### src/rtl/mem_bist_ctrl.sv
// -----------------------------------------------------------------------------
// mem_bist_ctrl
//   March-style built-in self-test controller for a single-port synchronous
//   memory (DW x 2**AW, registered read, write and read mutually exclusive).
//   A test runs two passes. Each pass writes a seed-derived pattern to every
//   address and then reads every address back and compares it. Pass 1 uses
//   the bitwise inverse of the pass 0 pattern.
//
// Ports
//   clk, rst      : clock shared with the memory, async active-high reset
//   start, abort  : launch a test (sampled in IDLE) / terminate a running test
//   seed          : pattern seed, captured when start is accepted
//   busy, done    : test in progress / test completed without abort
//   pass          : valid with done, 1 when no miscompare was seen
//   err_count     : saturating miscompare count
//   fail_addr     : address of the first miscompare (0 if none)
//   mem_write, mem_read, mem_addr, mem_data_in : memory request side
//   mem_data_out  : memory read data, valid the cycle after a read strobe
// -----------------------------------------------------------------------------
module mem_bist_ctrl #(
    parameter int DW = 8,
    parameter int AW = 5,
    parameter int EW = AW + 2
) (
    input  logic          clk,
    input  logic          rst,
    input  logic          start,
    input  logic          abort,
    input  logic [DW-1:0] seed,
    output logic          busy,
    output logic          done,
    output logic          pass,
    output logic [EW-1:0] err_count,
    output logic [AW-1:0] fail_addr,
    output logic          mem_write,
    output logic          mem_read,
    output logic [AW-1:0] mem_addr,
    output logic [DW-1:0] mem_data_in,
    input  logic [DW-1:0] mem_data_out
);

    typedef enum logic [2:0] {
        IDLE  = 3'd0,
        WR    = 3'd1,
        RD    = 3'd2,
        DRAIN = 3'd3,
        FIN   = 3'd4
    } state_t;

    localparam logic [AW-1:0] LAST_ADDR = '1;
    localparam logic [EW-1:0] ERR_MAX   = '1;

    state_t        state;
    logic          pass_idx;
    logic [DW-1:0] seed_r;
    logic          chk_vld;
    logic [AW-1:0] chk_addr;
    logic [DW-1:0] chk_exp;

    // Expected word for address a in pass p: zero-extended address XOR seed,
    // inverted in the second pass.
    function automatic logic [DW-1:0] pattern(input logic [AW-1:0] a,
                                              input logic          p,
                                              input logic [DW-1:0] s);
        logic [DW-1:0] v;
        v = DW'(a) ^ s;
        return p ? ~v : v;
    endfunction

    // NOTE: every register here is updated with <= so all reads in this block
    // see the pre-edge values, regardless of statement order.
    always_ff @(posedge clk or posedge rst) begin
        if (rst) begin
            state       <= IDLE;
            pass_idx    <= 1'b0;
            seed_r      <= '0;
            busy        <= 1'b0;
            done        <= 1'b0;
            pass        <= 1'b0;
            err_count   <= '0;
            fail_addr   <= '0;
            mem_write   <= 1'b0;
            mem_read    <= 1'b0;
            mem_addr    <= '0;
            mem_data_in <= '0;
            chk_vld     <= 1'b0;
            chk_addr    <= '0;
            chk_exp     <= '0;
        end else begin
            // The check stage only stays valid while RD keeps re-arming it;
            // this makes it drop the cycle after the last read.
            chk_vld <= 1'b0;

            // Compare the read issued two edges ago. An abort discards the
            // in-flight compare together with the rest of the test.
            if (chk_vld && !abort && (mem_data_out != chk_exp)) begin
                if (err_count != ERR_MAX) err_count <= err_count + 1'b1;
                // Count never returns to zero once non-zero, so zero means
                // this is the first miscompare since start.
                if (err_count == '0) fail_addr <= chk_addr;
            end

            if (state != IDLE && abort) begin
                state     <= IDLE;
                busy      <= 1'b0;
                mem_write <= 1'b0;
                mem_read  <= 1'b0;
                mem_addr  <= '0;
            end else begin
                unique case (state)
                    IDLE: begin
                        if (start) begin
                            seed_r      <= seed;
                            done        <= 1'b0;
                            pass        <= 1'b0;
                            err_count   <= '0;
                            fail_addr   <= '0;
                            pass_idx    <= 1'b0;
                            busy        <= 1'b1;
                            mem_write   <= 1'b1;
                            mem_addr    <= '0;
                            mem_data_in <= pattern('0, 1'b0, seed);
                            state       <= WR;
                        end
                    end
                    WR: begin
                        if (mem_addr == LAST_ADDR) begin
                            mem_write <= 1'b0;
                            mem_read  <= 1'b1;
                            mem_addr  <= '0;
                            state     <= RD;
                        end else begin
                            mem_addr    <= mem_addr + 1'b1;
                            mem_data_in <= pattern(mem_addr + 1'b1, pass_idx, seed_r);
                        end
                    end
                    RD: begin
                        chk_vld  <= 1'b1;
                        chk_addr <= mem_addr;
                        chk_exp  <= pattern(mem_addr, pass_idx, seed_r);
                        if (mem_addr == LAST_ADDR) begin
                            mem_read <= 1'b0;
                            mem_addr <= '0;
                            state    <= DRAIN;
                        end else begin
                            mem_addr <= mem_addr + 1'b1;
                        end
                    end
                    DRAIN: begin
                        if (!pass_idx) begin
                            pass_idx    <= 1'b1;
                            mem_write   <= 1'b1;
                            mem_addr    <= '0;
                            mem_data_in <= pattern('0, 1'b1, seed_r);
                            state       <= WR;
                        end else begin
                            state <= FIN;
                        end
                    end
                    FIN: begin
                        // err_count already includes the compare done in DRAIN.
                        done  <= 1'b1;
                        pass  <= (err_count == '0);
                        busy  <= 1'b0;
                        state <= IDLE;
                    end
                    default: begin
                        state <= IDLE;
                        busy  <= 1'b0;
                    end
                endcase
            end
        end
    end

endmodule

### config.mk
export PLATFORM = sky130hd
export DESIGN_NAME = mem_bist_ctrl
export DESIGN_NICKNAME = d
export VERILOG_FILES = /design/src/rtl/mem_bist_ctrl.sv
export SDC_FILE = /design/constraint.sdc
export NUM_CORES = 1
export LEC_CHECK = 0
export ABC_AREA = 1
export CORE_UTILIZATION = 45
export DETAILED_ROUTE_END_ITERATION = 16
export DONT_BUFFER_PORTS = 1
export PLACE_DENSITY = 0.61
export SLEW_MARGIN = 20
export SYNTH_ARGS = -nofsm -noshare
export SYNTH_HDL_FRONTEND = slang
export SYNTH_SLANG_ARGS = --single-unit
### constraint.sdc
create_clock -name clk -period 4 [get_ports clk]
set_input_delay 0.4 -clock clk [delete_from_list [all_inputs] [get_ports clk]]
set_output_delay 0.4 -clock clk [all_outputs]
set_load 0.01 [all_outputs]
==> metrics.md, run 1 <==
| Metric | Value |
|---|---|
| Hold WC Path Type | `in2reg` |
| Post-DP HPWL | `a little over 5000 µm` |
| Yosys cell types | `26` |
| Commonest non-fill, non-tap cell in the layout | `nand2_1` |
| Worst setup SP type | `register` |
| Register area share after synthesis | `47.0%` |
| Die ar. | `6960 µm²` |
| Residual DRC count | `0` |
| Synth Area in XOR/XNOR | `5.29%` |
| Post-synthesis adder-cell area fraction | `1.68%` |
| Leakage power | `between 0.0015 and 0.002 µW` |
| Die H | `approximately 83 µm` |
| Number of DRC markers in iteration 0 | `roughly 140` |
| Total CTS buffers | `5` |
| Total number of vias | `between 2,000 and 2,500` |
| Mux share of post-synthesis cell area | `0%` |
| Top Usage Layer GRT | `met2` |
| Met3 Track Usage GR | `5.86%` |
| Most frequent cells in the layout | `114 x nand2_1, 56 x dfrtp_1, 46 x inv_1, 44 x nor2_1, 21 x nand3_1` |
| Cell taking the most area after synthesis | `dfrtp_1` |
| RSZ-0062 raised after global routing | `no` |
| CP max stage delay | `0.73 ns` |
| Fin crit share | `53.6%` |
| Post-synth top area share | `47.0%` |
| Setup Skew | `~0.010 ns` |
| DRT Pass-1 Iters | `4` |
| Clock Path Buffers | `2` |
| Buffers on Ports | `0` |
| Clk slew on worst S/H paths | `about 0.10 ns` |
| Total track usage | `21.4%` |
| Worst-path fanout max | `14` |
| Least-Margin Pin Slew | `between 0.9 and 1 ns` |
| Final min period | `approximately 2.1 ns` |
| Mean Syn Cell Area | `7.61 µm²` |
| Die Width | `83.4 µm` |
| Yosys reg bits | `56` |
| Critical path, cell by cell | `nor2_2, nand2_2, nor2_1, inv_2, nand2_1, o21ai_0` |
| Final ANT Viol Nets | `0` |
| TritonCTS clock tree | `yes` |
| Cell count after synthesis | `between 300 and 400` |
| H-Tree Depth | `2` |
| Row count | `29` |
| Synth-to-Final Area Change | `7.01%` |
| Cell area power density | `759 nW/µm²` |
| Complex-gate fraction of the synthesized area | `a little over a tenth` |
| Pwr Total | `2420 µW` |
| CP required | `4.19 ns` |
| Final WL | `6780 µm` |
| Post-Route Setup TNS | `0 ns` |
| Share of cells above drive strength 1 | `8.06%` |
| I/O pins | `50` |
| Largest net degree at the start of global routing | `48` |
| Simple-gate area share of the yosys netlist | `27.6%` |
| Nets | `420` |
| Fin util | `50.0%` |
| Syn Std Cell Area | `2980 µm²` |
| Skew-Pair Late Insertion Delay | `0.31 ns` |
| Routing usage on met2 | `34.4%` |
| Met1 Usage GRT | `between 20 and 30%` |
| DR WL/cell | `14.3 µm` |
| R2r setup slk | `1.86 ns` |
| # Post-CTS Setup Buffers | `0` |
| Pins over their slew limit | `0` |
| Setup crit end kind | `register` |
| Starting Density | `roughly 47%` |
| Final Hold Vio Count | `0` |
| Vias in the first global route | `around 2,500` |
| N_diodes | `0` |
| Root buf cell | `clkbuf_8` |
| Placer Congestion | `0.865` |
| Initial antenna violation count | `0` |
| CP max-delay cell | `nor2_1` |
| Core box area | `6390 µm²` |
| Max cap viols | `0` |
| Largest family of logic cells by synthesized area | `simple AND/OR/NAND/NOR gates` |
| CTS sink count | `56` |
| Fmax | `between 400 and 500 MHz` |
| Relative slew slack | `36.5%` |
| Maximum VDD drop | `around 0.38 mV` |
| Yosys warnings | `0` |
| # setup viols final | `0` |
| Synth top area cells | `dfrtp_1 47%, nand2_1 14%, inv_1 5.9%` |
| Vias per cell | `5.12` |
| Synth Net Count | `416` |
| First-pass GRT wire length | `approximately 12,000 µm` |
| Crit Path Class | `reg2reg` |
| Total gr overflow | `0` |
| Status | `completed` |
| Critical path arrival | `2.33 ns` |
==> path summary, 6_finish.rpt <==
check | to | cells past startpoint | from
min | err_count[4]$_DFF_PP0_ | 1 | start
max in group asynchronous | mem_data_in[3]$_DFFE_PP0P_ | 3 | rst
min reg2reg | chk_addr[4]$_DFFE_PP0P_ | 2 | chk_addr[4]$_DFFE_PP0P_
max | seed_r[2]$_DFFE_PP0P_ | 6 | state[0]$_DFFE_PP0P_
max reg2reg | seed_r[2]$_DFFE_PP0P_ | 6 | state[0]$_DFFE_PP0P_
min in group asynchronous | fail_addr[1]$_DFF_PP0_ | 2 | rst
==> final cells by class <==
type / count / area [µm²]
fillers: 644 / 3200
flip-flops and latches: 56 / 1400
multi-input cells: 276 / 1340
inverters: 55 / 206
clock buffers: 7 / 96.3
well taps: 77 / 96.3
clock inverters: 1 / 30.0
repair buffers: 2 / 17.5
==> state kept, by name, indices dropped and copies added, names as in the netlist <==
register,flops
chk_addr,5
seed_r,8
fail_addr,5
mem_write,1
mem_read,1
state,3
mem_data_in,8
busy,1
mem_addr,5
done,1
chk_vld,1
pass_idx,1
err_count,7
pass,1
chk_exp,8
==> cell families (layout without fill, tap and decap cells) <==
logic type / Yosys count / in the layout
AO/OA/AOI/OAI: 58 / 58
XOR/XNOR: 18 / 18
adder cells (fa/ha/maj): 4 / 4
buffers and inverters: 60 / 65
flip-flops: 56 / 56
AND/OR/NAND/NOR: 196 / 196
==> Yosys cell counts (all sizes together) <==
library cell / n
a21oi: 12
a22oi: 2
a31oi: 5
buf: 5
dfrtp: 56
ha: 4
inv: 55
nand2: 119
nand3: 21
nand4: 1
nor2: 52
nor3: 2
o211ai: 1
o21ai: 33
o21bai: 2
o22ai: 3
or2: 1
xnor2: 7
xor2: 11
==> layer usage <==
layer	share of wire (%)	routed length (µm)
met5	0	0
met4	1.2	83
met3	7.0	475
met2	47	3190
met1	45	3030
==> stage by stage <==
stage	hold WS, ns	worst slack [ns]	instance area [µm²]	cells
after detailed placement	0.209	1.89	3050	465
final	0.155	1.86	3190	474
after global placement	0.208	1.96	3050	465
after global routing	0.143	1.66	3190	474
after CTS	0.148	1.87	3190	474
after floorplan	0.443	2.23	2980	392
==> what timing repair did <==
action                     4_1_cts  5_1_grt
hold buffers                     1        0
hold endpoints to repair         9        0
resized for setup                0        0
setup endpoints to repair        0        0
==> critical path, delay by kind of cell, from the launching register on <==
kind | cells | cell delay, ns
buffers and inverters | 1 | 0.32
and+or+nand+nor | 4 | 1.17
DFF | 1 | 0.45
AOI/OAI and AO/OA | 1 | 0.08
==> power breakdown <==
part	leakage [µW]	internal (µW)	switching, µW	total [µW]
registers	0.000721	783	267	1050
logic	0.000860	347	619	966
clock network	0.0000645	221	184	405
(Power assumes the default switching activity.)
==> inputs of run 2 (changes only) <==
==> constraint.sdc (replaced) <==
create_clock -name clk -period 2.1 [get_ports clk]
set_input_delay 0.21 -clock clk [delete_from_list [all_inputs] [get_ports clk]]
set_output_delay 0.21 -clock clk [all_outputs]
set_load 0.01 [all_outputs]
==> metrics.md, run 2 (synthesis gave the netlist of run 1 again) <==
| Metric | Value |
|---|---|
| Max cap viols | `0 (unchanged)` |
| Share of cells above drive strength 1 | `8.89% (+0.83 points)` |
| Hold_sp | `seed[1]` |
| CTS sink count | `56 (unchanged)` |
| DR WL/cell | `14.1 µm (-1.6%)` |
| Maximum VDD drop | `0.694 mV (+84%)` |
| RSZ-0062 raised after global routing | `no` |
| Min-Delay Endpoint | `seed_r[1]$_DFFE_PP0P_` |
| Crit Path Class | `reg2reg` |
| Setup crit end kind | `register` |
| Die Width | `83.4 µm (unchanged)` |
| Reg2reg start | `mem_addr[1]$_DFFE_PP0P_` |
| TritonCTS clock tree | `yes` |
| Fmax | `522 MHz (+12%)` |
| Fin crit share | `91.2% (+38 points)` |
| Commonest non-fill, non-tap cell in the layout | `nand2_1` |
| Die H | `83.4 µm (unchanged)` |
| Cell area power density | `1400 nW/µm² (+84%)` |
| Total CTS buffers | `5 (unchanged)` |
| Worst Path Buf+Inv | `1 (unchanged)` |
| Clk slew on worst S/H paths | `0.10 ns (about the same)` |
| Setup Skew | `0.00747 ns (-0.00253 ns)` |
| Total gr overflow | `0 (unchanged)` |
| Post-Route Setup TNS | `0 ns (unchanged)` |
| Total number of vias | `2,415 (-0.49%)` |
| Final WL | `6780 µm (about the same)` |
| Nets | `428 (+1.9%)` |
| Residual DRC count | `0 (unchanged)` |
| First-pass GRT wire length | `11,600 µm (-2.4%)` |
| Starting Density | `46.7% (unchanged)` |
| Number of DRC markers in iteration 0 | `113 (-20%)` |
| Core box area | `6390 µm² (unchanged)` |
| Buffers on Ports | `0 (unchanged)` |
| Synth-to-Final Area Change | `9.06%` |
| Hold path depth | `2 (+1)` |
| Initial antenna violation count | `0 (unchanged)` |
| Final Hold Vio Count | `0 (unchanged)` |
| Leakage power | `0.00168 µW (+1.8%)` |
| Vias per cell | `5.01 (-2.1%)` |
| Vias in the first global route | `2,420 (-2.8%)` |
| CP top delay family | `simple AND/OR/NAND/NOR gates` |
| Pins over their slew limit | `0 (unchanged)` |
| Critical path, cell by cell | `ha_1, nand2_1, nor2_1, ha_1, nand2_1, nand3_1, nor2_4, buf_12, nor2_1, a31oi_1` |
| H-Tree Depth | `2 (unchanged)` |
| Total track usage | `21.1% (-0.32 points)` |
| N_diodes | `0 (unchanged)` |
| Critical path arrival | `2.15 ns (-0.18 ns)` |
| Final Cell Area | `3250 µm² (+1.9%)` |
| Root buf cell | `clkbuf_8` |
| Most frequent cells in the layout | `114 x nand2_1, 56 x dfrtp_1, 46 x inv_1, 44 x nor2_1` |
| Final ANT Viol Nets | `0 (unchanged)` |
| Final min period | `1.92 ns (-0.228 ns)` |
| Worst-path fanout max | `7 (-7)` |
| Least-Margin Pin Slew | `0.626 ns (-0.323 ns)` |
| Placer Congestion | `0.855 (-1.2%)` |
| Clock Path Buffers | `2 (unchanged)` |
| # fillers | `640 (-0.62%)` |
| Placed cell area | `3100 µm² (+1.4%)` |
| Die ar. | `6960 µm² (unchanged)` |
| CP max stage delay | `0.46 ns (-0.27 ns)` |
| Worst r2r path cells | `10 (+4)` |
| I/O pins | `50 (unchanged)` |
| DRT Pass-1 Iters | `4 (unchanged)` |
| Row count | `29 (unchanged)` |
| CP max-delay cell | `dfrtp_1` |
| # setup viols final | `0 (unchanged)` |
| Skew-Pair Late Insertion Delay | `0.31 ns (about the same)` |
| Relative slew slack | `58.2% (+22 points)` |
| Largest net degree at the start of global routing | `30 (-38%)` |
| CP required | `2.33 ns (-1.86 ns)` |
| Worst setup SP type | `register` |
| R2r setup slk | `0.18 ns (-1.67 ns)` |
| Largest regs | `chk_exp (8), mem_data_in (8), seed_r (8)` |
| Hold WC Path Type | `in2reg` |
| Post-DP HPWL | `5020 µm (-1.4%)` |
| Crit Reg-Reg Endpoint | `mem_data_in[6]$_DFFE_PP0P_` |
| Status | `completed` |
run 2: layer usage:
metal,share of wire (%),track usage [%]
met4,1.2,5.64
met2,46,34.2
met3,6.7,5.67
met1,46,27.9
met5,0,0
run 2: area by class of cell:
class,count,area (µm²),area share (%)
flip-flops and latches,56,1400,43.1
multi-input cells,276,1350,41.4
inverters,55,206,6.35
repair buffers,10,110,3.39
well taps,77,96.3,2.96
clock buffers,8,90.1,2.77
run 2: worst reg2reg max path: stages (launching register included):
cell and delay [ns]:
dfrtp_1 0.46, ha_1 0.24, nand2_1 0.10, nor2_1 0.05, ha_1 0.22, nand2_1 0.10, nand3_1 0.12, nor2_4 0.24
buf_12 0.15, nor2_1 0.03, a31oi_1 0.14
run 2: repair_timing:
item | in CTS | in global routing
endpoints found under the setup margin | 0 | 3
hold buffers | 4 | 0
setup buffers | 0 | 1
gates resized for setup | 0 | 1
hold endpoints to repair | 32 | 0
run 2: worst max-delay path by stage:
stage,cells after the start,to,start
CTS,10,mem_data_in[2]$_DFFE_PP0P_,mem_addr[1]$_DFFE_PP0P_
global placement,10,mem_data_in[2]$_DFFE_PP0P_,mem_addr[1]$_DFFE_PP0P_
finish,10,mem_data_in[6]$_DFFE_PP0P_,mem_addr[1]$_DFFE_PP0P_
global route,10,mem_data_in[5]$_DFFE_PP0P_,mem_addr[1]$_DFFE_PP0P_
detailed placement,10,mem_data_in[2]$_DFFE_PP0P_,mem_addr[1]$_DFFE_PP0P_
floorplan,10,mem_data_in[5]$_DFFE_PP0P_,mem_addr[0]$_DFFE_PP0P_
run 2: metrics by stage:
stage	utilization, %	hold WS (ns)	power (µW)	worst slack (ns)	instances
floorplan	-	0.292	3410	0.387	392
global placement	48.5	0.211	3850	0.236	469
detailed placement	48.5	0.213	3890	0.197	469
CTS	50.5	0.00134	4530	0.182	481
global route	50.9	0.00210	5000	0.0262	482
finish	50.9	0.00904	4540	0.184	482
run 2: power by group:
group	internal, µW	leakage (µW)	switching (µW)	total, µW
combinational	735	0.000908	1210	1940
sequential	1490	0.000721	486	1980
clock	270	0.0000455	351	621
==> inputs of run 3 (changes only) <==
==> constraint.sdc (replaced) <==
create_clock -name clk -period 1.9 [get_ports clk]
set_input_delay 0.19 -clock clk [delete_from_list [all_inputs] [get_ports clk]]
set_output_delay 0.19 -clock clk [all_outputs]
set_load 0.01 [all_outputs]
==> metrics.md, run 3 (synthesis gave the netlist of run 1 again) <==
| Metric | Value |
|---|---|
| Status | `completed` |
| CTS sink count | `56 (unchanged)` |
| Post-Route Setup TNS | `0 ns (unchanged)` |
| Die Width | `83.4 µm (unchanged)` |
| CP max stage delay | `0.46 ns (about the same)` |
| Root buf cell | `clkbuf_8` |
| DR WL/cell | `13.9 µm (-1.1%)` |
| RSZ-0062 raised after global routing | `no` |
| H-Tree Depth | `2 (unchanged)` |
| CP max-delay cell | `dfrtp_1` |
| Largest net degree at the start of global routing | `29 (-3.3%)` |
| CP required | `2.15 ns (-0.18 ns)` |
| First-pass GRT wire length | `11,800 µm (+1.7%)` |
| Final ANT Viol Nets | `0 (unchanged)` |
| Die ar. | `6960 µm² (unchanged)` |
| Crit path top cell by count | `nand2_1` |
| Most frequent cells in the layout | `114 x nand2_1, 56 x dfrtp_1, 46 x inv_1, 44 x nor2_1` |
| Total CTS buffers | `5 (unchanged)` |
| Maximum VDD drop | `0.739 mV (+6.5%)` |
| Clk pwr share | `14.9% (+1.2 points)` |
| Worst setup SP type | `register` |
| Register area | `1400 µm² (unchanged)` |
| Max cap viols | `0 (unchanged)` |
| Internal power | `2910 µW (+17%)` |
| Total number of vias | `2,474 (+2.4%)` |
| Critical path arrival | `1.99 ns (-0.16 ns)` |
| Total track usage | `21.4% (+0.36 points)` |
| Cell area power density | `1530 nW/µm² (+9.6%)` |
| Final Hold Vio Count | `0 (unchanged)` |
| Core box area | `6390 µm² (unchanged)` |
| # setup viols final | `0 (unchanged)` |
| Critical path, cell by cell | `inv_1, ha_1, nand4_1, nor3_1, nand3_2, nand2_1, nand2_1, nor2_1` |
| Fmax | `573 MHz (+9.8%)` |
| Final min period | `1.74 ns (-0.171 ns)` |
| Least-Margin Pin Slew | `0.405 ns (-0.221 ns)` |
| Initial antenna violation count | `0 (unchanged)` |
| Fin crit share | `91.8% (+0.59 points)` |
| Vias in the first global route | `2,462 (+1.7%)` |
| Buffers on Ports | `0 (unchanged)` |
| Multi-input logic area | `1350 µm² (+0.19%)` |
| Nets | `444 (+3.7%)` |
| # fillers | `631 (-1.4%)` |
| Starting Density | `46.7% (unchanged)` |
| Largest regs | `chk_exp (8), mem_data_in (8), seed_r (8)` |
| Commonest non-fill, non-tap cell in the layout | `nand2_1` |
| N_diodes | `0 (unchanged)` |
| Vias per cell | `4.97 (-0.85%)` |
| Net Sw Frac | `44.0% (-1.0 points)` |
| Row count | `29 (unchanged)` |
| Relative slew slack | `73.0% (+15 points)` |
| Placer Congestion | `0.874 (+2.2%)` |
| I/O pins | `50 (unchanged)` |
| Setup crit end kind | `register` |
| Worst Path Buf+Inv | `1 (unchanged)` |
| Share of cells above drive strength 1 | `11.6% (+2.8 points)` |
| Crit Path Class | `reg2reg` |
| Hold WC Path Type | `in2reg` |
| Worst-path fanout max | `10 (+3)` |
| TritonCTS clock tree | `yes` |
| DRT Pass-1 Iters | `4 (unchanged)` |
| Comb pwr share | `43.9% (+1.1 points)` |
| Total gr overflow | `0 (unchanged)` |
| Die H | `83.4 µm (unchanged)` |
| Leakage power | `0.00176 µW (+4.8%)` |
| Post-DP HPWL | `5220 µm (+3.9%)` |
| Fin util | `53.2% (+2.3 points)` |
| Clk slew on worst S/H paths | `0.10 ns (about the same)` |
| Psw | `2290 µW (+12%)` |
| CP top delay family | `simple AND/OR/NAND/NOR gates` |
| Pins over their slew limit | `0 (unchanged)` |
| Clock Path Buffers | `2 (unchanged)` |
| Synth-to-Final Area Change | `13.9%` |
| Final WL | `6930 µm (+2.2%)` |
| Setup Skew | `0.0171 ns (+0.00959 ns)` |
| Register share of total power | `41.2% (-2.3 points)` |
| Skew-Pair Late Insertion Delay | `0.31 ns (about the same)` |
| Residual DRC count | `0 (unchanged)` |
| Number of DRC markers in iteration 0 | `119 (+5.3%)` |
run 3: stage by stage:
stage | instances | power, µW | hold slack, ns | area [µm²] | setup slack (ns)
floorplan | 392 | 3770 | 0.272 | 2980 | 0.187
global placement | 479 | 4330 | 0.0170 | 3170 | 0.0490
detailed placement | 479 | 4380 | 0.0220 | 3170 | 0.0523
CTS | 496 | 5180 | 0.0548 | 3370 | 0.0256
global route | 498 | 5700 | 0.0674 | 3400 | 0.0123
finish | 498 | 5200 | 0.0562 | 3400 | 0.155
run 3: layout make-up:
type                            instances  share of cell area (%)
Multi-Input combinational cell        276                    39.8
Timing Repair Buffer                   26                    6.89
Tap cell                               77                    2.84
Inverter                               55                    6.08
Clock buffer                            6                    2.14
Clock inverter                          2                    1.03
Sequential cell                        56                    41.3
run 3: path summary, 6_finish.rpt:
| path | startpoint | to | slack [ns] | cells after the start |
|---|---|---|---|---|
| setup / recovery | err_count[1]$_DFF_PP0_ | fail_addr[0]$_DFF_PP0_ | 0.16 | 8 |
| hold / removal | seed[2] | seed_r[2]$_DFFE_PP0P_ | 0.06 | 2 |
| setup reg to reg | err_count[1]$_DFF_PP0_ | fail_addr[0]$_DFF_PP0_ | 0.16 | 8 |
| hold reg to reg | chk_addr[0]$_DFFE_PP0P_ | chk_addr[0]$_DFFE_PP0P_ | 0.48 | 2 |
| max in group asynchronous | rst | mem_data_in[4]$_DFFE_PP0P_ | 1.10 | 3 |
| min in group asynchronous | rst | fail_addr[3]$_DFF_PP0_ | 0.25 | 2 |
run 3: what timing repair did:
item | 4_1_cts | 5_1_grt
resized for setup | 0 | 3
hold buffers | 9 | 0
endpoints found under the setup margin | 0 | 10
hold endpoints to repair | 47 | 0
buffers inserted | 0 | 2
run 3: power groups by stage:
stage               clock network, µW  logic, µW  registers, µW
floorplan                           0       1690           2080
global placement                    0       2160           2170
detailed placement                  0       2200           2170
CTS                               794       2240           2150
global route                      837       2650           2220
finish                            776       2280           2140
run 3: metal layers:
layer / wire length [µm] / GRT usage [%]
met5: 0 / 0
met3: 428 / 6.26
met2: 3180 / 35.1
met1: 3230 / 28.0
met4: 91 / 5.17
